<file path="src/rtl/triangle_vertex_ctrl_if.sv">
`default_nettype none
// ============================================================================
//  Module   : triangle_vertex_ctrl_if
//  Purpose  : Vertex-update handshake bundle for triangle_vertex_ctrl.
//             A requester (master) offers one vertex write per beat. The
//             controller (slave) accepts it when upd_valid & upd_ready.
//  Signals  : upd_valid  master->slave  write request
//             upd_ready  slave->master  write accepted this cycle
//             upd_sel    master->slave  vertex index 0..2 (3 = consumed, ignored)
//             upd_x      master->slave  new x coordinate (11 bits)
//             upd_y      master->slave  new y coordinate (10 bits)
//  Revision : 1.0  initial release
// ============================================================================
interface triangle_vertex_ctrl_if;
  logic        upd_valid;
  logic        upd_ready;
  logic [1:0]  upd_sel;
  logic [10:0] upd_x;
  logic [9:0]  upd_y;

  modport master (output upd_valid, output upd_sel, output upd_x, output upd_y,
                  input  upd_ready);
  modport slave  (input  upd_valid, input  upd_sel, input  upd_x, input  upd_y,
                  output upd_ready);
endinterface
`default_nettype wire

</file>
<file path="src/rtl/triangle_vertex_ctrl.sv">
`default_nettype none
// ============================================================================
//  Module   : triangle_vertex_ctrl
//  Purpose  : Frame-synchronous vertex configurator for the raster triangle
//             test. Writes land in shadow registers and are committed only at
//             the raster frame wrap, so the triangle never tears. Optionally
//             slides the triangle horizontally, bouncing off X_MIN/X_MAX.
//  Ports    : CLOCK_50    pixel clock, rising edge
//             reset       asynchronous active-high reset
//             cx, cy      raster counters (frame wrap at H_TOTAL-1, V_TOTAL-1)
//             upd         vertex write handshake (slave side)
//             anim_en     enable horizontal bounce animation
//             vx0..vy2    committed vertices (x includes animation offset)
//             frame_sync  one-cycle pulse when new vertices first appear
//             pending     a write was accepted since the last commit
//  Revision : 1.0  initial release
// ============================================================================
module triangle_vertex_ctrl #(
  parameter int H_TOTAL = 1586,
  parameter int V_TOTAL = 526,
  parameter int X_MIN   = 286,
  parameter int X_MAX   = 1554,
  parameter int STEP    = 2,
  parameter int V0X     = 286,
  parameter int V0Y     = 36,
  parameter int V1X     = 300,
  parameter int V1Y     = 300,
  parameter int V2X     = 1000,
  parameter int V2Y     = 500
) (
  input  wire logic               CLOCK_50,
  input  wire logic               reset,
  input  wire logic [10:0]        cx,
  input  wire logic [9:0]         cy,
  triangle_vertex_ctrl_if.slave   upd,
  input  wire logic               anim_en,
  output logic [10:0]             vx0,
  output logic [9:0]              vy0,
  output logic [10:0]             vx1,
  output logic [9:0]              vy1,
  output logic [10:0]             vx2,
  output logic [9:0]              vy2,
  output logic                    frame_sync,
  output logic                    pending
);

  localparam logic [1:0] c_st_active = 2'd0;
  localparam logic [1:0] c_st_commit = 2'd1;
  localparam logic [1:0] c_st_minmax = 2'd2;
  localparam logic [1:0] c_st_apply  = 2'd3;

  localparam logic [10:0]        c_h_last = 11'(H_TOTAL - 1);
  localparam logic [9:0]         c_v_last = 10'(V_TOTAL - 1);
  localparam logic signed [11:0] c_step   = 12'(STEP);
  localparam logic signed [12:0] c_x_min  = 13'(X_MIN);
  localparam logic signed [12:0] c_x_max  = 13'(X_MAX);
  localparam logic [10:0] c_rst_x [3] = '{11'(V0X), 11'(V1X), 11'(V2X)};
  localparam logic [9:0]  c_rst_y [3] = '{10'(V0Y), 10'(V1Y), 10'(V2Y)};

  logic [1:0]         r_state, w_state_nxt;
  logic               w_fw, w_ready, w_accept;
  logic               w_commit, w_minmax, w_apply;
  logic [10:0]        r_sh_x [3];
  logic [9:0]         r_sh_y [3];
  logic [10:0]        r_bs_x [3];
  logic [9:0]         r_bs_y [3];
  logic [10:0]        r_xmin, r_xmax, w_xmin, w_xmax;
  logic signed [11:0] r_cand, r_off, w_off_nxt;
  logic               r_dir, w_dir_nxt;
  logic signed [12:0] w_lo, w_hi;
  logic               w_base_bad, w_hit;

  assign w_fw     = (cx == c_h_last) && (cy == c_v_last);
  assign w_accept = upd.upd_valid && w_ready;
  assign upd.upd_ready = w_ready;

  // State register
  always_ff @(posedge CLOCK_50 or posedge reset) begin
    if (reset) r_state <= c_st_active;
    else       r_state <= w_state_nxt;
  end

  // Next-state logic
  always_comb begin
    w_state_nxt = r_state;
    case (r_state)
      c_st_active: if (w_fw) w_state_nxt = c_st_commit;
      c_st_commit: w_state_nxt = c_st_minmax;
      c_st_minmax: w_state_nxt = c_st_apply;
      default:     w_state_nxt = c_st_active;
    endcase
  end

  // FSM outputs: handshake ready and per-phase strobes
  always_comb begin
    w_ready  = (r_state == c_st_active) && !w_fw;
    w_commit = (r_state == c_st_commit);
    w_minmax = (r_state == c_st_minmax);
    w_apply  = (r_state == c_st_apply);
  end

  // Horizontal extent of the committed base triangle
  always_comb begin
    w_xmin = r_bs_x[0];
    w_xmax = r_bs_x[0];
    for (int i = 1; i < 3; i++) begin
      if (r_bs_x[i] < w_xmin) w_xmin = r_bs_x[i];
      if (r_bs_x[i] > w_xmax) w_xmax = r_bs_x[i];
    end
  end

  // Bounds are evaluated one bit wider than the offset so the sums never wrap
  always_comb begin
    w_lo       = $signed({2'b00, r_xmin}) + 13'(r_cand);
    w_hi       = $signed({2'b00, r_xmax}) + 13'(r_cand);
    w_base_bad = ($signed({2'b00, r_xmin}) < c_x_min) || ($signed({2'b00, r_xmax}) > c_x_max);
    w_hit      = (w_lo < c_x_min) || (w_hi > c_x_max);
    w_off_nxt  = r_off;
    w_dir_nxt  = r_dir;
    if (anim_en) begin
      if (w_base_bad)  w_off_nxt = '0;     // base alone is out of range: recentre
      else if (w_hit)  w_dir_nxt = ~r_dir; // bounce, hold position this frame
      else             w_off_nxt = r_cand;
    end
  end

  always_ff @(posedge CLOCK_50 or posedge reset) begin
    if (reset) begin
      for (int i = 0; i < 3; i++) begin
        r_sh_x[i] <= c_rst_x[i];
        r_sh_y[i] <= c_rst_y[i];
        r_bs_x[i] <= c_rst_x[i];
        r_bs_y[i] <= c_rst_y[i];
      end
      r_xmin     <= '0;
      r_xmax     <= '0;
      r_cand     <= '0;
      r_off      <= '0;
      r_dir      <= 1'b1;
      vx0        <= c_rst_x[0];
      vy0        <= c_rst_y[0];
      vx1        <= c_rst_x[1];
      vy1        <= c_rst_y[1];
      vx2        <= c_rst_x[2];
      vy2        <= c_rst_y[2];
      frame_sync <= 1'b0;
      pending    <= 1'b0;
    end else begin
      frame_sync <= w_apply;

      if (w_accept) begin
        for (int i = 0; i < 3; i++) begin
          if (upd.upd_sel == 2'(i)) begin
            r_sh_x[i] <= upd.upd_x;
            r_sh_y[i] <= upd.upd_y;
          end
        end
      end

      if (w_commit) begin
        pending <= 1'b0;
        for (int i = 0; i < 3; i++) begin
          r_bs_x[i] <= r_sh_x[i];
          r_bs_y[i] <= r_sh_y[i];
        end
      end else if (w_accept && (upd.upd_sel != 2'd3)) begin
        pending <= 1'b1;
      end

      if (w_minmax) begin
        r_xmin <= w_xmin;
        r_xmax <= w_xmax;
        r_cand <= r_dir ? (r_off + c_step) : (r_off - c_step);
      end

      if (w_apply) begin
        r_off <= w_off_nxt;
        r_dir <= w_dir_nxt;
        vx0   <= r_bs_x[0] + w_off_nxt[10:0];
        vx1   <= r_bs_x[1] + w_off_nxt[10:0];
        vx2   <= r_bs_x[2] + w_off_nxt[10:0];
        vy0   <= r_bs_y[0];
        vy1   <= r_bs_y[1];
        vy2   <= r_bs_y[2];
      end
    end
  end

endmodule
`default_nettype wire

</file>
<file path="src/flat_wrapper.sv">
// flat-port wrapper written by rule: the top's interface ports become plain ports
module triangle_vertex_ctrl_flat 
#(
  parameter int H_TOTAL = 1586,
  parameter int V_TOTAL = 526,
  parameter int X_MIN   = 286,
  parameter int X_MAX   = 1554,
  parameter int STEP    = 2,
  parameter int V0X     = 286,
  parameter int V0Y     = 36,
  parameter int V1X     = 300,
  parameter int V1Y     = 300,
  parameter int V2X     = 1000,
  parameter int V2Y     = 500
)
  (CLOCK_50, reset, cx, cy, anim_en, vx0, vy0, vx1, vy1, vx2, vy2, frame_sync, pending, upd_upd_valid, upd_upd_sel, upd_upd_x, upd_upd_y, upd_upd_ready);
  triangle_vertex_ctrl_if upd_i ();
  input  wire logic CLOCK_50;
  input  wire logic reset;
  input  wire logic [10:0] cx;
  input  wire logic [9:0] cy;
  input  wire logic anim_en;
  output logic [10:0] vx0;
  output logic [9:0] vy0;
  output logic [10:0] vx1;
  output logic [9:0] vy1;
  output logic [10:0] vx2;
  output logic [9:0] vy2;
  output logic frame_sync;
  output logic pending;
  input wire logic [$bits(upd_i.upd_valid)-1:0] upd_upd_valid;
  input wire logic [$bits(upd_i.upd_sel)-1:0] upd_upd_sel;
  input wire logic [$bits(upd_i.upd_x)-1:0] upd_upd_x;
  input wire logic [$bits(upd_i.upd_y)-1:0] upd_upd_y;
  output wire logic [$bits(upd_i.upd_ready)-1:0] upd_upd_ready;
  assign upd_i.upd_valid = upd_upd_valid;
  assign upd_i.upd_sel = upd_upd_sel;
  assign upd_i.upd_x = upd_upd_x;
  assign upd_i.upd_y = upd_upd_y;
  assign upd_upd_ready = upd_i.upd_ready;
  triangle_vertex_ctrl #(.H_TOTAL(H_TOTAL), .V_TOTAL(V_TOTAL), .X_MIN(X_MIN), .X_MAX(X_MAX), .STEP(STEP), .V0X(V0X), .V0Y(V0Y), .V1X(V1X), .V1Y(V1Y), .V2X(V2X), .V2Y(V2Y)) u_core (.CLOCK_50(CLOCK_50), .reset(reset), .cx(cx), .cy(cy), .upd(upd_i), .anim_en(anim_en), .vx0(vx0), .vy0(vy0), .vx1(vx1), .vy1(vy1), .vx2(vx2), .vy2(vy2), .frame_sync(frame_sync), .pending(pending));
endmodule
</file>
<file path="config.mk">
export PLATFORM = sky130hd
export DESIGN_NAME = triangle_vertex_ctrl_flat
export DESIGN_NICKNAME = d
export VERILOG_FILES = /design/src/rtl/triangle_vertex_ctrl_if.sv /design/src/rtl/triangle_vertex_ctrl.sv /design/src/flat_wrapper.sv
export SDC_FILE = /design/constraint.sdc
export NUM_CORES = 1
export LEC_CHECK = 0
export ABC_AREA = 1
export CELL_PAD_IN_SITES_DETAIL_PLACEMENT = 1
export CELL_PAD_IN_SITES_GLOBAL_PLACEMENT = 1
export CORE_ASPECT_RATIO = 1.4
export CORE_MARGIN = 4
export CORE_UTILIZATION = 40
export CTS_CLUSTER_SIZE = 12
export DETAILED_ROUTE_END_ITERATION = 10
export PLACE_DENSITY = 0.88
export SYNTH_ARGS = -nofsm -noshare
export SYNTH_HDL_FRONTEND = slang
export SYNTH_SLANG_ARGS = --single-unit
</file>
<file path="constraint.sdc">
create_clock -name CLOCK_50 -period 6.6 [get_ports CLOCK_50]
set_input_delay 0.66 -clock CLOCK_50 [delete_from_list [all_inputs] [get_ports CLOCK_50]]
set_output_delay 0.66 -clock CLOCK_50 [all_outputs]
set_load 0.01 [all_outputs]
</file>
==> results of run 1 <==
[cells by family after synthesis]
group | share of synthesized area (%)
multiplexers | 2.25
XOR/XNOR | 1.55
adder cells (fa/ha/maj) | 9.76
flip-flops | 45.1
AO/OA/AOI/OAI | 12.4
buffers and inverters | 7.10
AND/OR/NAND/NOR | 21.8
[area by class of cell]
class                      count  area, sq um
sequential                   240         6110
timing repair buffer         124         1230
clock buffer                  41          706
tap                          445          557
multi-input combinational   1168         6480
inverter                     191          723
fill                        4038        17500
clock inverter                 5         53.8
[metrics by stage]
| step | cell area, sq um | hold WS (ns) | std cells |
|---|---|---|---|
| 3_3_place_gp | 15100 | 0.452 | 2168 |
| 6_report | 15900 | 0.458 | 2214 |
| 3_5_place_dp | 15100 | 0.451 | 2168 |
| 4_1_cts | 15900 | 0.463 | 2214 |
| 5_1_grt | 15900 | 0.477 | 2214 |
| 2_1_floorplan | 13500 | 0.439 | 1658 |
[state kept, by name, indices dropped and copies added, names as in the netlist, 2 cells and up]
name and count:
u_core.vy1 10, u_core.r_bs_x 33, u_core.r_cand 12, u_core.vx0 11, u_core.r_bs_y 30, u_core.r_state 2, u_core.vy0 10, u_core.vx2 11
u_core.r_sh_y 30, u_core.r_sh_x 33, u_core.r_xmin 11, u_core.vx1 11, u_core.vy2 10, u_core.r_xmax 11, u_core.r_off 12
[cells in the mapped netlist (all sizes together) (20+ instances only)]
library cell  instances  area share [%]
o21ai               170             6.3
xor2                 20             1.3
nand3                80             3.4
nor2                 88             2.5
dfstp                82              16
inv                 191             5.3
ha                   96             8.9
clkbuf               47             1.3
mux2                 27             2.2
a21oi               102             3.9
dfrtp               158              29
nand2               504              14
[worst min-delay path, delay by kind of cell, from the launching register on]
| family | cells | cell delay (ns) |
|---|---|---|
| and+or+nand+nor | 2 | 0.09 |
| DFF | 1 | 0.37 |
[layer usage]
metal | global-route usage [%] | vias to the layer above
li1 | - | 5564
met1 | 24.1 | 5767
met2 | 44.7 | 209
met3 | 2.70 | 85
met4 | 10.6 | 0
met5 | 0 | -
[how the worst max path moves through the flow]
stage	endpoint	slack, ns	depth (start not counted)
6_report	u_core.vx0[9]	1.78	36
5_1_grt	u_core.vx1[9]	1.21	36
4_1_cts	u_core.vx0[9]	1.82	36
3_5_place_dp	u_core.vx0[9]	1.86	36
3_3_place_gp	u_core.vx0[9]	2.05	36
2_1_floorplan	u_core.vx0[9]	2.67	36
==> results summary, run 1 <==
The flow ran to the end, and the final reports show no timing, DRC or antenna violations. The post-detailed-routing wire length came out at slightly above 40000 um. The worst hold path begins at u_core.r_bs_y[18]. The top cell types in the final layout, fill and taps aside, are sky130_fd_sc_hd__nand2_1, sky130_fd_sc_hd__inv_1, sky130_fd_sc_hd__o21ai_0, sky130_fd_sc_hd__dfrtp_1, sky130_fd_sc_hd__clkdlybuf4s50_1. The worst endpoint required time came out at 7.03 ns. The number of cells on the worst reg-to-reg path is 36. At the later pin of the worst-skew pair, clock insertion delay measures roughly 0.54 ns. The average wire per standard cell came out at 18.7 um. TritonCTS built the clock tree. The final-report setup violation count is 0. The repair_antennas step left the layout with diodes totalling 0. The type of the worst min-delay path is reg -> reg. The aggregate global-route resource usage came out at 22.9%. The arrival time at the worst endpoint is 5.25 ns. The maximum net fanout on the critical path is 14.

In this run, synthesis produced a sequential element count of 240. In this run the critical register-to-register path is launched from u_core.r_cand[0]. The smallest clock period supported by the final layout is computed as slightly below 5 ns. The final max-slew violation count came out at 0.

Counting flops with an async set or reset pin after synthesis yields a share of 100%. The buffer and inverter count on the worst path came out at 5. The overall die width came out at 163 um. In the routed layout, each cell is associated on average with a via count of about 5.3. The actual transition at the worst max-transition pin is around 1.1 ns. The most used flip-flop cell after synthesis is sky130_fd_sc_hd__dfrtp_1. The total number of yosys warnings came out at 0. The critical path is of the reg -> reg type.

After floorplanning, the core was divided into 79 placement rows. The average instance in the mapped netlist occupies roughly 8 sq um. The synthesized instance count came out at between 1500 and 2000.

The clock tree root buffer cell is sky130_fd_sc_hd__clkbuf_16. The count of boundary I/O pins came out at ~110. The total DRC errors in the routed layout is 0.

Measured on the finished design, the core utilization comes to around 48%. The post-route netlist has between 10% and 20% of its cells at a drive strength greater than 1. The die outline area is 0.0369 sq mm. The source of the critical timing path is u_core.r_cand[0]. The count of different cell masters after synthesis is 46. Hold repair after CTS inserted 0 buffers. Compared with the post-synthesis result, the final layout area differs by 17.2%. Before antenna repair, the detailed router went through 4 iterations. In this run the critical register-to-register path is captured at u_core.vx0[9]. The number of global-route vias before repair came to 12952. The routed length on met3 is around 1200 um. CTS built an H-tree with a depth of 1. Routed signal wires occupy layers up through met4. The number of nets in the final layout came out at 1900. The number of nets produced by synthesis is ~1800. After global routing the overflow that remains totals 0. The vertical die dimension is about 230 um. The type of element launching the critical path is a flop. The area of the mapped netlist is 0.0135 sq mm. Derived from the worst setup path, the maximum achievable clock frequency is just over 200 MHz. Setup slack on the critical path of the routed design comes to about 1.8 ns.

The cell depth of the worst min-delay path is 2. Setup repair after global routing left no endpoint under its margin. The wire length of the first global-routing pass is between 60000 and 70000 um. In the detailed route, the total length drawn on met2 is between 20000 and 25000 um. In this run the deepest clock path goes through 3 buffers. The final weighted congestion in routability-driven placement came out at between 0.9 and 1. The number of antenna violations at the first check in global routing is 0.

The number of I/O port buffers came out at ~110. The kind of cell with the highest combined delay along the critical path is simple AND/OR/NAND/NOR gates. The library cell used most frequently in the layout, excluding fill and tap cells, is sky130_fd_sc_hd__nand2_1. After routing, the total negative slack on setup checks comes to 0 ns. The detailed placement HPWL came out at a little over 30000 um. The post-CTS setup buffer count came out at 0.

For this block, wires on met1 add up to between 15000 and 20000 um. The reg2reg setup slack came out at 1.78 ns. Clock skew on the completed layout was measured at 0.0203 ns.

The hold violation count in the final report is 0. The worst setup path is captured at a flop. The share of the cycle needed by the critical path after routing is between 70% and 80%.

For hold timing, the worst endpoint is u_core.vy1[8]. The worst-case setup slack after placement came out at between 1.5 and 2 ns. Headroom to the max-slew limit came out at a little under a quarter. The cell that appears most often on the critical path is sky130_fd_sc_hd__nand2_1.

Of the synthesized area, sequential elements account for between 40% and 50%. Counting the buffers created by CTS gives 25. The initial detailed-routing violation count came out at 405.

The post-cts sizing count came out at 0. The delay contributed by the slowest stage of the critical path came out at 0.45 ns. The total area inside the core boundary comes to 0.0333 sq mm. Entering global routing, the biggest net connects approximately 140 pins. The number of max-cap violations is 0.

The routed layout has around 12000 vias. The cell with the biggest individual delay on the critical path is sky130_fd_sc_hd__ha_1. The starting density of the core is 40.6%. The number of flops mapped to enable cells by yosys came out at 0. The remaining antenna violation count is 0. The clock slew at the register clock pins of the worst setup and hold paths is 0.06 ns. The number of sinks driven by the clock tree is 240.
Power of run 1 is not shown: default switching activity piles up to over one toggle a cycle in this logic, so the estimate is an artifact.
==> run 2: changes to the inputs <==
--- a/config.mk
+++ b/config.mk
@@ -10,10 +10,10 @@
 export CELL_PAD_IN_SITES_GLOBAL_PLACEMENT = 1
 export CORE_ASPECT_RATIO = 1.4
 export CORE_MARGIN = 4
-export CORE_UTILIZATION = 40
+export CORE_UTILIZATION = 44
 export CTS_CLUSTER_SIZE = 12
 export DETAILED_ROUTE_END_ITERATION = 10
-export PLACE_DENSITY = 0.88
+export PLACE_DENSITY = 0.91
 export SYNTH_ARGS = -nofsm -noshare
 export SYNTH_HDL_FRONTEND = slang
 export SYNTH_SLANG_ARGS = --single-unit
==> constraint.sdc (replaced) <==
create_clock -name CLOCK_50 -period 4.71 [get_ports CLOCK_50]
set_input_delay 0.471 -clock CLOCK_50 [delete_from_list [all_inputs] [get_ports CLOCK_50]]
set_output_delay 0.471 -clock CLOCK_50 [all_outputs]
set_load 0.01 [all_outputs]
==> results summary, run 2 (same netlist as run 1, synthesis figures left out) <==
The run finished with clean final reports. The number of I/O port buffers came out at 113 (unchanged). The total congestion overflow after global routing was 0 (unchanged).

The cell sitting at the root of the clock tree is a sky130_fd_sc_hd__clkbuf_16. The clock latency of the later-clocked register in the worst-skew pair came to 0.53 ns (about the same). The largest net degree at the start of global routing is 177 (+24%). The worst setup path is launched from a flop. The number of placed cells counting well taps is 2110 (-2.7%). The number of sinks driven by the clock tree is 240 (unchanged).

The number of rows in the core area came to 75 (-5.1%). The starting density of the core is 44.9% (+4.3 points). The wire length of the first global-routing pass came out at 71200 um (+5.1%). The total DRC errors in the routed layout is 0 (unchanged). The delay contributed by the slowest stage of the critical path came to 0.45 ns (about the same). The number of vias in the routed layout came out at 11881 (+2.2%).

The share of the cycle needed by the critical path after routing came out at 95.1% (+22 points). The number of nets in the final layout came to 1915 (+0.79%). The number of H-tree branching levels came out at 1 (unchanged). The critical path in this run is classified as reg -> reg. The number of buffers created by CTS came to 25 (unchanged). The area added between synthesis and finish came out at 17.8%. The largest individual stage delay along the critical path comes from the cell sky130_fd_sc_hd__fa_1. The final weighted congestion in routability-driven placement came out at 0.939 (+2.4%). The minimum clock period is 4.48 ns (-0.339 ns). The least setup slack across all paths after layout is 0.228 ns (-1.55 ns).

The filler-free cell count of the finished design came out at 2168 (-2.1%). The worst endpoint required time came to 5.18 ns (-1.85 ns). The final-report setup violation count came out at 0 (unchanged). The number of antenna violations at the first check in global routing is 0 (unchanged). The number of inserted diodes came out at 0 (unchanged).

The die outline area came out at 0.0337 sq mm (-8.7%). The maximum clock skew at final layout was 0.0140 ns (-0.00631 ns). The hold violation count in the final report came to 0 (unchanged). The most used cell along the critical path is sky130_fd_sc_hd__nand2_1.

The count of cells along the worst register-to-register path came out at 30 (-17%). The arrival time at the worst endpoint is 4.95 ns (-0.30 ns). The critical path endpoint category is a flop. The average wire per standard cell is 20.5 um (+9.9%). The initial detailed-routing violation count came to 479 (+18%).

The clock slew at the register clock pins of the worst setup and hold paths came out at 0.06 ns (about the same). The post-detailed-routing wire length came to 44500 um (+7.6%). The aggregate global-route resource usage came out at 26.3% (+3.5 points). The standard cell core area came out at 0.0301 sq mm (-9.6%). The actual transition at the worst max-transition pin came out at 1.06 ns (-0.0813 ns). The critical path depth in cells came to 30 (-17%). The largest registers in the layout are u_core.r_bs_x: 33 flops, u_core.r_sh_x: 33 flops. The top cell types in the final layout, fill and taps aside, are sky130_fd_sc_hd__nand2_1, sky130_fd_sc_hd__inv_1, sky130_fd_sc_hd__o21ai_0, sky130_fd_sc_hd__dfrtp_1, sky130_fd_sc_hd__clkdlybuf4s50_1.

The overall die width came to 156 um (-4.4%). The worst-case setup slack after placement is 0.0861 ns (-1.77 ns). The buffer and inverter count on the worst path is 5 (unchanged). The count of boundary I/O pins came out at 114 (unchanged). The library cell used most frequently in the layout, excluding fill and tap cells, is sky130_fd_sc_hd__nand2_1. The setup TNS came out at 0 ns (unchanged).

The CTS tree is yes. The relative slew slack is 29.5% (+6.2 points). The number of buffers added to fix hold violations after cts is 0 (unchanged).

The final max-slew violation count is 0 (unchanged). The number of optimization iterations in the first detailed-route pass came out at 4 (unchanged). The min-delay analysis places its worst path in the category in -> async. The remaining antenna violation count is 0 (unchanged). The layout cell share with drive strength beyond 1 is 12.8% (+1.0 points). The kind of cell adding the most delay to the critical path is simple AND/OR/NAND/NOR gates.

The number of max-cap violations is 0 (unchanged). The maximum net fanout on the critical path came out at 12 (-2). The vertical die dimension is 215 um (-4.5%). The detailed placement HPWL came out at 32400 um (+3.9%).

The number of global-route vias before repair is 13130 (+1.4%). The maximum clock frequency is 223 MHz (+7.6%). The routed via count divided by cell count was 5.48 (+4.4%). The number of buffers on the longest clock path came out at 3 (unchanged).
==> run 2: metrics by stage <==
step                      util (%)  hold slack (ns)  instance area (sq um)
final                         52.9            0.298                  15900
after detailed placement      49.9            0.453                  15000
after global placement        49.9            0.448                  15000
after global routing          52.9            0.326                  15900
after floorplan                  -            0.439                  13500
after CTS                     52.5            0.303                  15800
==> run 2: final timing paths <==
path                              startpoint                 to  slack [ns]
max                         u_core.r_cand[0]      u_core.vx2[9]        0.23
min                                    reset  u_core.r_bs_y[20]        0.30
max reg2reg                 u_core.r_cand[0]      u_core.vx2[9]        0.23
min reg2reg                u_core.r_bs_y[18]      u_core.vy1[8]        0.46
max in group asynchronous              reset  u_core.frame_sync        3.06
min in group CLOCK_50      u_core.r_bs_y[18]      u_core.vy1[8]        0.46
==> run 2: metal layers <==
metal	share of wire [%]	wire, um	up-vias	track usage (%)
li1	-	-	5592	-
met1	36	16200	5934	27.9
met2	54	24100	236	50.0
met3	3.2	1420	119	3.55
met4	6.2	2760	0	13.2
met5	0	0	-	0
==> run 2: repair_timing <==
item                       CTS  global route
setup buffers                0            13
resized for setup            0            12
setup endpoints to repair    0            13
==> run 2: cell type report <==
type | instances | area [sq um]
Inverter | 191 | 726
Fill cell | 3587 | 14200
Clock buffer | 40 | 692
Tap cell | 385 | 482
Multi-Input combinational cell | 1168 | 6520
Clock inverter | 5 | 75.1
Sequential cell | 240 | 6110
Timing Repair Buffer | 139 | 1340
Power of run 2 is left out for the same reason.
